### src/rtl/siso_pkg.sv
// Shared types and defaults for the SISO chain sequencer and its chain bench.
package siso_pkg;

  localparam int DEF_WIDTH = 8;
  localparam int DEF_DEPTH = 4;

  typedef enum logic [1:0] {
    IDLE  = 2'd0,
    SHIFT = 2'd1,
    FLUSH = 2'd2,
    DONE  = 2'd3
  } state_t;

endpackage

### src/rtl/siso_piso_tx.sv
// Parallel-in serial-out transmit register: parallel load, left shift, MSB out.
module siso_piso_tx #(
  parameter int WIDTH = 8
) (
  input  logic             clk,
  input  logic             rst,
  input  logic             load,
  input  logic             shift,
  input  logic [WIDTH-1:0] data,
  output logic             msb
);

  logic [WIDTH-1:0] tx_reg;

  always_ff @(posedge clk or posedge rst) begin
    if (rst)        tx_reg <= '0;
    else if (load)  tx_reg <= data;
    else if (shift) tx_reg <= tx_reg << 1;
  end

  assign msb = tx_reg[WIDTH-1];

endmodule

### src/rtl/siso_seq_ctrl.sv
// Sequencer for a SISO shift chain: serializes a word MSB-first, flushes the
// chain, recaptures the word from the chain output and flags loopback mismatch.
module siso_seq_ctrl
  import siso_pkg::*;
#(
  parameter int WIDTH = DEF_WIDTH,
  parameter int DEPTH = DEF_DEPTH
) (
  input  logic             clk,
  input  logic             rst,
  input  logic             load_valid,
  output logic             load_ready,
  input  logic [WIDTH-1:0] load_data,
  output logic             shift_en,
  output logic             din,
  input  logic             sout,
  output logic             busy,
  output logic             done,
  output logic [WIDTH-1:0] rx_data,
  output logic             mismatch
);

  localparam int CW = $clog2(WIDTH + DEPTH + 1);
  localparam logic [CW-1:0] LAST_SHIFT = CW'(WIDTH - 1);
  localparam logic [CW-1:0] LAST_FLUSH = CW'(WIDTH + DEPTH - 1);
  localparam logic [CW-1:0] FIRST_CAP  = CW'(DEPTH);

  state_t           state, state_nx;
  logic [CW-1:0]    cyc_cnt;
  logic [WIDTH-1:0] orig_reg;
  logic [WIDTH-1:0] rx_next;
  logic             tx_msb;
  logic             accept;
  logic             capture;

  assign accept  = (state == IDLE) && load_valid;
  assign capture = shift_en && (cyc_cnt >= FIRST_CAP);

  generate
    if (WIDTH == 1) begin : g_rx1
      assign rx_next = sout;
    end else begin : g_rxn
      assign rx_next = {rx_data[WIDTH-2:0], sout};
    end
  endgenerate

  siso_piso_tx #(.WIDTH(WIDTH)) u_tx (
    .clk   (clk),
    .rst   (rst),
    .load  (accept),
    .shift (state == SHIFT),
    .data  (load_data),
    .msb   (tx_msb)
  );

  always_ff @(posedge clk or posedge rst) begin
    if (rst) state <= IDLE;
    else     state <= state_nx;
  end

  always_comb begin
    state_nx   = state;
    load_ready = 1'b0;
    shift_en   = 1'b0;
    din        = 1'b0;
    busy       = 1'b0;
    done       = 1'b0;
    unique case (state)
      IDLE: begin
        load_ready = 1'b1;
        if (load_valid) state_nx = SHIFT;
      end
      SHIFT: begin
        shift_en = 1'b1;
        busy     = 1'b1;
        din      = tx_msb;
        if (cyc_cnt == LAST_SHIFT) state_nx = FLUSH;
      end
      FLUSH: begin
        shift_en = 1'b1;
        busy     = 1'b1;
        if (cyc_cnt == LAST_FLUSH) state_nx = DONE;
      end
      DONE: begin
        done     = 1'b1;
        state_nx = IDLE;
      end
      default: state_nx = IDLE;
    endcase
  end

  // The last capture lands on the same edge that enters DONE, so the
  // mismatch compare uses the word as it will be after that capture.
  always_ff @(posedge clk or posedge rst) begin
    if (rst) begin
      cyc_cnt  <= '0;
      orig_reg <= '0;
      rx_data  <= '0;
      mismatch <= 1'b0;
    end else begin
      if (accept) begin
        orig_reg <= load_data;
        cyc_cnt  <= '0;
      end else if (shift_en) begin
        cyc_cnt <= cyc_cnt + CW'(1);
      end
      if (capture) rx_data <= rx_next;
      if (state == FLUSH && cyc_cnt == LAST_FLUSH)
        mismatch <= (rx_next != orig_reg);
    end
  end

endmodule

### config.mk
export PLATFORM = sky130hd
export DESIGN_NAME = siso_seq_ctrl
export DESIGN_NICKNAME = d
export VERILOG_FILES = /design/src/rtl/siso_pkg.sv /design/src/rtl/siso_piso_tx.sv /design/src/rtl/siso_seq_ctrl.sv
export SDC_FILE = /design/constraint.sdc
export NUM_CORES = 1
export LEC_CHECK = 0
export ABC_AREA = 1
export CAP_MARGIN = 20
export CORE_ASPECT_RATIO = 2
export CORE_MARGIN = 2
export CORE_UTILIZATION = 43
export DETAILED_ROUTE_END_ITERATION = 16
export HOLD_SLACK_MARGIN = 0.06
export PLACE_DENSITY = 0.64
export SLEW_MARGIN = 20
export SYNTH_ARGS = -nofsm -noshare
export SYNTH_HDL_FRONTEND = slang
export SYNTH_SLANG_ARGS = --single-unit
### constraint.sdc
create_clock -name clk -period 2.01 [get_ports clk]
set_input_delay 0.201 -clock clk [delete_from_list [all_inputs] [get_ports clk]]
set_output_delay 0.201 -clock clk [all_outputs]
set_load 0.005 [all_outputs]
# --- Word level (Yosys, flattened, before mapping) ---
# Cells that the tools add are included.
totals:
  regBits: 31
  in_bits: 12
  output_inout_bits: 14
  wordCells: 37
op_classes:
  addsub: 1
  magnitude_cmp: 1
  n_eq_ne: 9
  n_mux: 12
  n_reduce_logical: 8
op_table:
  columns: ["cell", "n"]
  rows:
  - ["two-way mux 8 bit", 2]
  - ["two-way mux 4 bit", 2]
  - ["!= test 8 bit", 1]
  - ["one-hot mux 2 bit (4 select lines)", 1]
  - ["two-way mux 2 bit", 3]
  - ["!= test 2 bit, second input constant", 3]
  - ["adder 4 x 1 -> 4 bit, second input constant", 1]
  - ["equality test 2 bit, second input constant", 2]
  - ["equality test 4 x 3 -> 1 bit, second input constant", 1]
  - ["equality test 4 bit, second input constant", 1]
  - ["greater-or-equal comparator 4 x 3 -> 1 bit, second input constant", 1]
  - ["two-way mux 1 bit", 4]
  - ["nonzero test 2 bit", 2]
  - ["logical AND 1 bit", 3]
  - ["AND reduction 3 bit", 1]
  - ["equality test 2 x 1 -> 1 bit, second input constant", 1]
  - ["logical NOT 2 bit", 1]
  - ["OR reduction 2 bit", 1]

# --- Depth between registers and ports, before layout ---
# Gate-level depths: netlist of the first run.
depth:
  depth_word: 5
  depth_mapped: 9
  mapped_depth_nobuf: 8

# --- Cells and area by module ---
# From an unflattened synthesis of the first run, not the netlist that was laid out.
unflattened:
  cells_unflattened: 186
  hier_area_um2: 1542.7
modules_own_cells:
  columns: ["mod", "n_inst", "cells_per_inst", "area_each_um2", "seq_area_each_um2"]
  rows:
  - ["siso_seq_ctrl", 1, 142, 1162.4, 575.6]
  - ["siso_piso_tx", 1, 44, 380.4, 200.2]

# --- Least setup slack after synthesis of the first run ---
# No wires, ideal clock.
synth_timing:
  path_type: "register -> register"
  from: "reg state[0]"
  to: "reg u_tx.tx_reg[1]"
  setup_time_ps: 117
  arrival_ps: 1342
  required_ps: 1893
  path_slack_ps: 550
  stages_incl_launch_ff: 9
  path_buffers: 1
  synth_period_minus_slack_ps: 1460
  path_cell_list: "dfrtp_1 -> inv_1 -> ha_1 -> nand2_4 -> inv_2 -> or2_4 -> buf_6 -> nand2_1 -> o21ai_2"
synth_via:
  elab_chain_cells: 3
  word_cells_on_any_way: 5
  classes_between: "eq/ne: 1; mux: 1; reduce/logical: 3"
synth_rtl:
  columns: ["item", "line_no", "rtl"]
  rows:
  - ["start, declared", "siso_seq_ctrl.sv:28", "state_t state, state_nx;"]
  - ["start signal, assigned", "siso_seq_ctrl.sv:58", "else state <= state_nx;"]
  - ["logical NOT 2 bit", "siso_seq_ctrl.sv:36", "assign accept = (state == IDLE) && load_valid;"]
  - ["logical AND 1 bit", "siso_seq_ctrl.sv:36", null]
  - ["two-way mux 8 bit / nonzero test 2 bit (equally long branches)", null, null]
  - ["end signal, assigned", "siso_piso_tx.sv:17", "else if (load) tx_reg <= data;"]
  - ["end signal, assigned", "siso_piso_tx.sv:18", "else if (shift) tx_reg <= tx_reg << 1;"]
  - ["end, declared", "siso_piso_tx.sv:13", "logic [WIDTH-1:0] tx_reg;"]
# Several ways; a longest one is shown, not always the timed one.
# A chain may end at the register's enable or synchronous reset.

# --- Worst setup path in the final report of the first run ---
layout_timing:
  from: "reg state[0]"
  to: "out busy"
layout_via:
  elab_chain_cells: 3
  word_cells_on_any_way: 4
  classes_between: "eq/ne: 2; mux: 1; reduce/logical: 1"
layout_rtl:
  columns: ["item", "line_no", "rtl"]
  rows:
  - ["equality test 2 bit / equality test 2 x 1 -> 1 bit (equally long branches)", "siso_seq_ctrl.sv:68", "unique case (state)"]
  - ["OR reduction 2 bit (no line) *", null, null]
  - ["two-way mux 1 bit *", "siso_seq_ctrl.sv:68", null]
  - ["end, declared", "siso_seq_ctrl.sv:17", "output logic busy,"]
# Every way passes the cells marked *; elsewhere a longest branch is shown, timed or not.

==> flow_summary_export.csv, run 1 <==
group,metric,value,unit
run_status,status,"completed",
die,ioPinCount,26,
sta,slew_headroom,0.7383,
synthesis,synth_area_leaders,"dfrtp_1 (51%), nand2_1 (12%), inv_1 (7.1%)",
sta,setup_viol,0,
critical_path,required,1.81,ns
critical_path,critPathLaunchType,"register",
placement,portBuffers,25,
final_layout,areaGrowthSynthToFinish,25.88,%
cts,cts_buffers,5,
final_layout,drive_gt1_frac,0.09906,
die,core,3416,sq um
critical_path,cp_max_fo,6,
routing,routed_wl,3.184,mm
sta,finalHoldViolCount,0,
run,cap_violations,0,
cts,cts_tree,"yes",
critical_path,critPathCaptureType,"output pin",
grt,grt_max_degree,32,
placement,hpwl,2.478,mm
grt,antenna_found_initial,0,
synthesis,syn_avg_cell_area,8.376,sq um
cts,post_cts_resized,0,
die,row_count,30,
routing,num_vias,1243,
die,start_util,0.4487,
synthesis,syn_nets,200,
critical_path,crit_type,"register to output pin",
grt,grt_pass1_vias,1206,
cts,clk_path_buf_depth,2,
die,die_h,88.43,um
synthesis,netlist_area,1533,sq um
power_and_ir_drop,peakVddDrop,0.0009516,V
critical_path,arrival,1.67,ns
synthesis,synth_top_cell_by_area,"dfrtp_1",
final_layout,nets,228,
routing,drt_iter0_markers,25,
sta,tns,0,ns
cts,post-cts-setup-buffers,0,
placement,gp_congestion,0.7777,
synthesis,ys_seq_area_frac,0.5061,
critical_path,r2r_start,"state[0]$_DFFE_PP0P_",
sta,fin_crit,1.875,ns
sta,fin_ws,0.1354,ns
sta,grt_setup_unrepaired,"no",
final_layout,n_fill_cell,312,
cts,cts_hold_buf,0,
cts,root_buffer,"clkbuf_8",
sta,drv_slew,0,
die,die-area,4087,sq um
placement,pre_cts_slack,0.3122,ns
grt,grt_overflow,0,
sta,worst_clock_skew,0.002195,ns
routing,dr.pass1.iters,4,
die,floorplan.die.width,46.22,um
sta,worstMarginPinSlew,0.3917,ns
final_layout,antenna_cells,0,
routing,ant_nets,0,
cts,htreeDepth,2,
synthesis,synth_top_area_frac,0.5061,
grt,grt_pass1_wl,5.375,mm
sta,fmax,533.4,MHz
min_path,hp-class,"primary input to async pin",
routing,avgRoutedWirePerCell,12.25,um
power_and_ir_drop,power.density,1658,nW/um^2
synthesis,ys_types,22,
routing,drc,0,
critical_path,startpoint,"state[0]$_DFFE_PP0P_",
grt,grt.total_usage,0.1886,
routing,avgViaCountPerCell,4.781,
cts,clock-sinks,31,
power_and_ir_drop,leakagePower,0.9297,nW
cts,clock_latency,0.28,ns
synthesis,ys.warnings.count,0,
synthesis,netlist_instances,183,
synthesis,synth_seq_cells,31,
sta,post-route-period-util,0.9326,
cts,clkTransAtPathRegs,0.07,ns
## path summary, 6_finish.rpt
check                                             endpoint  slack, ns  cells after the start
worst max register to register  u_tx.tx_reg[7]$_DFFE_PP0P_       0.32                      7
min in group clk                   orig_reg[1]$_DFFE_PP0P_       0.50                      3
worst min-delay path                rx_data[7]$_DFFE_PP0P_       0.28                      3
worst min register to register     orig_reg[1]$_DFFE_PP0P_       0.51                      2
worst max-delay path                                  busy       0.14                      3
max in group asynchronous       u_tx.tx_reg[1]$_DFFE_PP0P_       1.44                      3
## final cells by class
| class | instances | area (sq um) | area share |
|---|---|---|---|
| sequential | 31 | 775.7 | 0.4021 |
| multi-input combinational | 117 | 605.6 | 0.3139 |
| timing repair buffer | 26 | 257.7 | 0.1336 |
| inverter | 30 | 112.6 | 0.05837 |
| clock buffer | 6 | 82.58 | 0.04280 |
| tap | 48 | 60.06 | 0.03113 |
| clock inverter | 2 | 35.03 | 0.01816 |
## worst max-delay path, stage by stage, from the launching register on
cell and delay (ns):
dfrtp_1 0.40, inv_1 0.08, ha_1 0.38, clkdlybuf4s50_1 0.53
## cells in the mapped netlist
cell type,n
nand2_1,51
or2_4,1
dfrtp_1,31
buf_4,3
o21ai_0,20
buf_6,1
o21ai_2,6
nor3_1,1
or2_2,1
nand3_1,3
a21oi_4,1
inv_1,29
a211oi_1,1
buf_2,1
ha_1,5
inv_2,1
xor2_1,2
nor2_1,15
nand2_4,1
a31oi_2,1
a21oi_1,7
o211ai_1,1
## through the flow
step | util | instances | total power, mW | hold slack, ns | cell area, sq um
finish | 0.5648 | 260 | 3.198 | 0.2822 | 1929
global placement | 0.5304 | 252 | 2.537 | 0.5045 | 1812
CTS | 0.5648 | 260 | 3.246 | 0.2954 | 1929
global route | 0.5648 | 260 | 3.487 | 0.3447 | 1929
detailed placement | 0.5304 | 252 | 2.586 | 0.4928 | 1812
floorplan | - | 183 | 2.110 | 0.3045 | 1533
## kinds of logic after synthesis
group,Yosys count,share of synthesized area
and+or+nand+nor,73,0.1918
adders and majority gates,5,0.04082
DFF,31,0.5061
AOI/OAI and AO/OA,37,0.1510
xor gates and xnor gates,2,0.01143
buffers and inverters,35,0.09877
## cells in the final DEF (no fill, tap or decap), drive strengths merged
| master | count |
|---|---|
| nand2 | 52 |
| clkinv | 1 |
| o211ai | 1 |
| clkdlybuf4s50 | 25 |
| nand3 | 3 |
| ha | 5 |
| a21oi | 8 |
| o21ai | 26 |
| nor3 | 1 |
| inv | 30 |
| buf | 1 |
| a211oi | 1 |
| or2 | 2 |
| nor2 | 15 |
| xor2 | 2 |
| clkbuf | 6 |
| bufinv | 1 |
| a31oi | 1 |
| dfrtp | 31 |
## power by group
| part | total [mW] | internal [mW] | switching, mW |
|---|---|---|---|
| clock | 0.635 | 0.401 | 0.234 |
| combinational | 1.46 | 0.652 | 0.812 |
| sequential | 1.10 | 0.910 | 0.189 |
## routing by layer
metal	vias up	share of wire	track usage
met5	-	0	0
met4	0	0.041	0.1247
met3	11	0.042	0.04898
met2	34	0.54	0.3106
met1	576	0.38	0.2011
li1	622	-	-
No activity file was read; power rests on OpenSTA's default activity.
==> run 2: changes to the inputs <==
SKIP_CTS_REPAIR_TIMING = 1   (was unset)
==> results of run 2 <==
The final DEF is identical to that of run 1; final timing and power are the same.
==> run 3: changes to the inputs <==
CORE_ASPECT_RATIO = unset   (was 2)
CORE_MARGIN = unset   (was 2)
==> run 3 against run 2 <==
Sequential share of layout area grew 1.7 points. Worst setup slack worse by 0.049 ns. Final area decreased by 4.0%. Die area fell by 6.8%. Sequential cell count did not move. Utilization is 1.4 points lower. Global-route usage fell by 0.92 points. Critical path type unchanged.
==> flow_summary_export.csv, run 3 (synthesis results as in run 1) <==
group,metric,value,unit
cts,htreeDepth,2,
critical_path,crit_type,"register to output pin",
critical_path,reg2reg_slack,0.33,ns
die,row_count,21,
power_and_ir_drop,combPwrFrac,0.507,
critical_path,cp_top_family,"buffers and inverters",
power_and_ir_drop,p_sw,1.164,mW
power_and_ir_drop,p_int,1.691,mW
cts,root_buffer,"clkbuf_4",
critical_path,critical_path.cell_chain,"inv_1 -> ha_2 -> clkdlybuf4s50_1",
routing,avgViaCountPerCell,4.660,
critical_path,critPathLaunchType,"register",
die,floorplan.die.width,61.71,um
critical_path,crit_slowest_cell,"clkdlybuf4s50_1",
sta,fin_crit,1.923,ns
placement,portBuffers,25,
sta,fmax,519.9,MHz
die,ioPinCount,26,
sta,worst_clock_skew,0.01666,ns
power_and_ir_drop,seqPwrFrac,0.382,
power_and_ir_drop,fin_total_pwr,2.856,mW
power_and_ir_drop,p_clk_frac,0.111,
critical_path,cp_max_fo,6,
critical_path,worst-path-buf-inv,2,
critical_path,r2r-end,"u_tx.tx_reg[7]$_DFFE_PP0P_",
critical_path,r2r_cells,7,
cts,cts_tree,"yes",
sta,tns,0,ns
final_layout,drive_gt1_frac,0.09048,
critical_path,crit_end,"shift_en",
cts,clkTransAtPathRegs,0.10,ns
routing,drc,0,
cts,cts_buffers,5,
routing,ant_nets,0,
sta,finalHoldViolCount,0,
cts,clock_latency,0.33,ns
routing,dr.pass1.iters,4,
sta,post-route-period-util,0.9569,
power_and_ir_drop,leakagePower,0.8913,nW
critical_path,max_stage_delay,0.51,ns
grt,grt_overflow,0,
grt,grt_pass1_wl,4.802,mm
min_path,hp-class,"primary input to async pin",
final_layout,areaGrowthSynthToFinish,20.90,%
run,cap_violations,0,
sta,grt_setup_unrepaired,"yes",
cts,clock-sinks,31,
sta,slew_headroom,0.7418,
placement,gp_congestion,0.8005,
critical_path,r2r_start,"state[0]$_DFFE_PP0P_",
critical_path,critPathCaptureType,"output pin",
die,core,3363,sq um
routing,routed_wl,2.845,mm
placement,hpwl,2.074,mm
sta,drv_slew,0,
run_status,status,"completed",
power_and_ir_drop,peakVddDrop,0.0007415,V
power_and_ir_drop,switching_share,0.4077,
critical_path,required,1.81,ns
grt,grt.total_usage,0.1794,
grt,grt_pass1_vias,1104,
final_layout,nets,228,
die,start_util,0.4557,
power_and_ir_drop,power.density,1541,nW/um^2
sta,worstMarginPinSlew,0.3873,ns
routing,drt_iter0_markers,76,
routing,avgRoutedWirePerCell,11.11,um
cts,clk_path_buf_depth,2,
sta,setup_viol,0,
critical_path,startpoint,"state[0]$_DFFE_PP0P_",
grt,grt_max_degree,32,
grt,antenna_found_initial,0,
die,die-area,3808,sq um
routing,num_vias,1193,
die,die_h,61.71,um
final_layout,antenna_cells,0,
critical_path,crit_cells,3,
final_layout,layout_common_cells,"nand2_1 (51), dfrtp_1 (31), inv_1 (29)",
final_layout,layout_commonest_cell,"nand2_1",
critical_path,arrival,1.72,ns
run 3: worst min-delay path by stage:
stage,from,end,slack [ns],depth (start not counted)
after CTS,rst,rx_data[4]$_DFFE_PP0P_,0.26,3
after global routing,rst,rx_data[4]$_DFFE_PP0P_,0.29,3
after detailed placement,orig_reg[1]$_DFFE_PP0P_,orig_reg[1]$_DFFE_PP0P_,0.51,2
final,rst,rx_data[4]$_DFFE_PP0P_,0.25,3
after floorplan,rst,cyc_cnt[0]$_DFFE_PP0P_,0.30,1
after global placement,cyc_cnt[3]$_DFFE_PP0P_,cyc_cnt[3]$_DFFE_PP0P_,0.49,1
run 3: worst reg2reg max path: cells and delay by family (launching register included):
family                     cells  cell delay, ns
adders and majority gates      1            0.23
DFF                            1            0.43
AOI/OAI and AO/OA              1            0.13
and+or+nand+nor                3            0.45
buffers and inverters          2            0.35
run 3: final cells by class:
class | count | area (sq um)
inverter | 30 | 112.6
timing repair buffer | 26 | 257.7
clock buffer | 6 | 41.29
fill | 332 | 1510
tap | 46 | 57.56
multi-input combinational | 117 | 608.1
sequential | 31 | 775.7
run 3: per-stage QoR:
step	std cells	util	cell area, sq um	setup WS [ns]	hold WS, ns
2_1_floorplan	183	-	1533	0.5504	0.3045
3_3_place_gp	250	0.5379	1809	0.4125	0.4862
3_5_place_dp	250	0.5379	1809	0.3057	0.5079
4_1_cts	256	0.5502	1851	0.05034	0.2590
5_1_grt	256	0.5510	1853	-0.002455	0.2897
6_report	256	0.5510	1853	0.08655	0.2478
run 3: power by group through the flow:
stage	Clock, mW	Sequential, mW	Combinational (mW)
4_1_cts	0.330	1.09	1.45
2_1_floorplan	0	1.07	1.04
3_5_place_dp	0	1.10	1.44
6_report	0.316	1.09	1.45
3_3_place_gp	0	1.09	1.42
5_1_grt	0.362	1.13	1.65
run 3: metal layers:
metal  track usage  up-vias  part of all wire
met5             0        -                 0
met4       0.09524        0             0.021
met3       0.04348        8             0.037
met2        0.2842       25              0.45
met1        0.2280      536              0.49
li1              -      624                 -
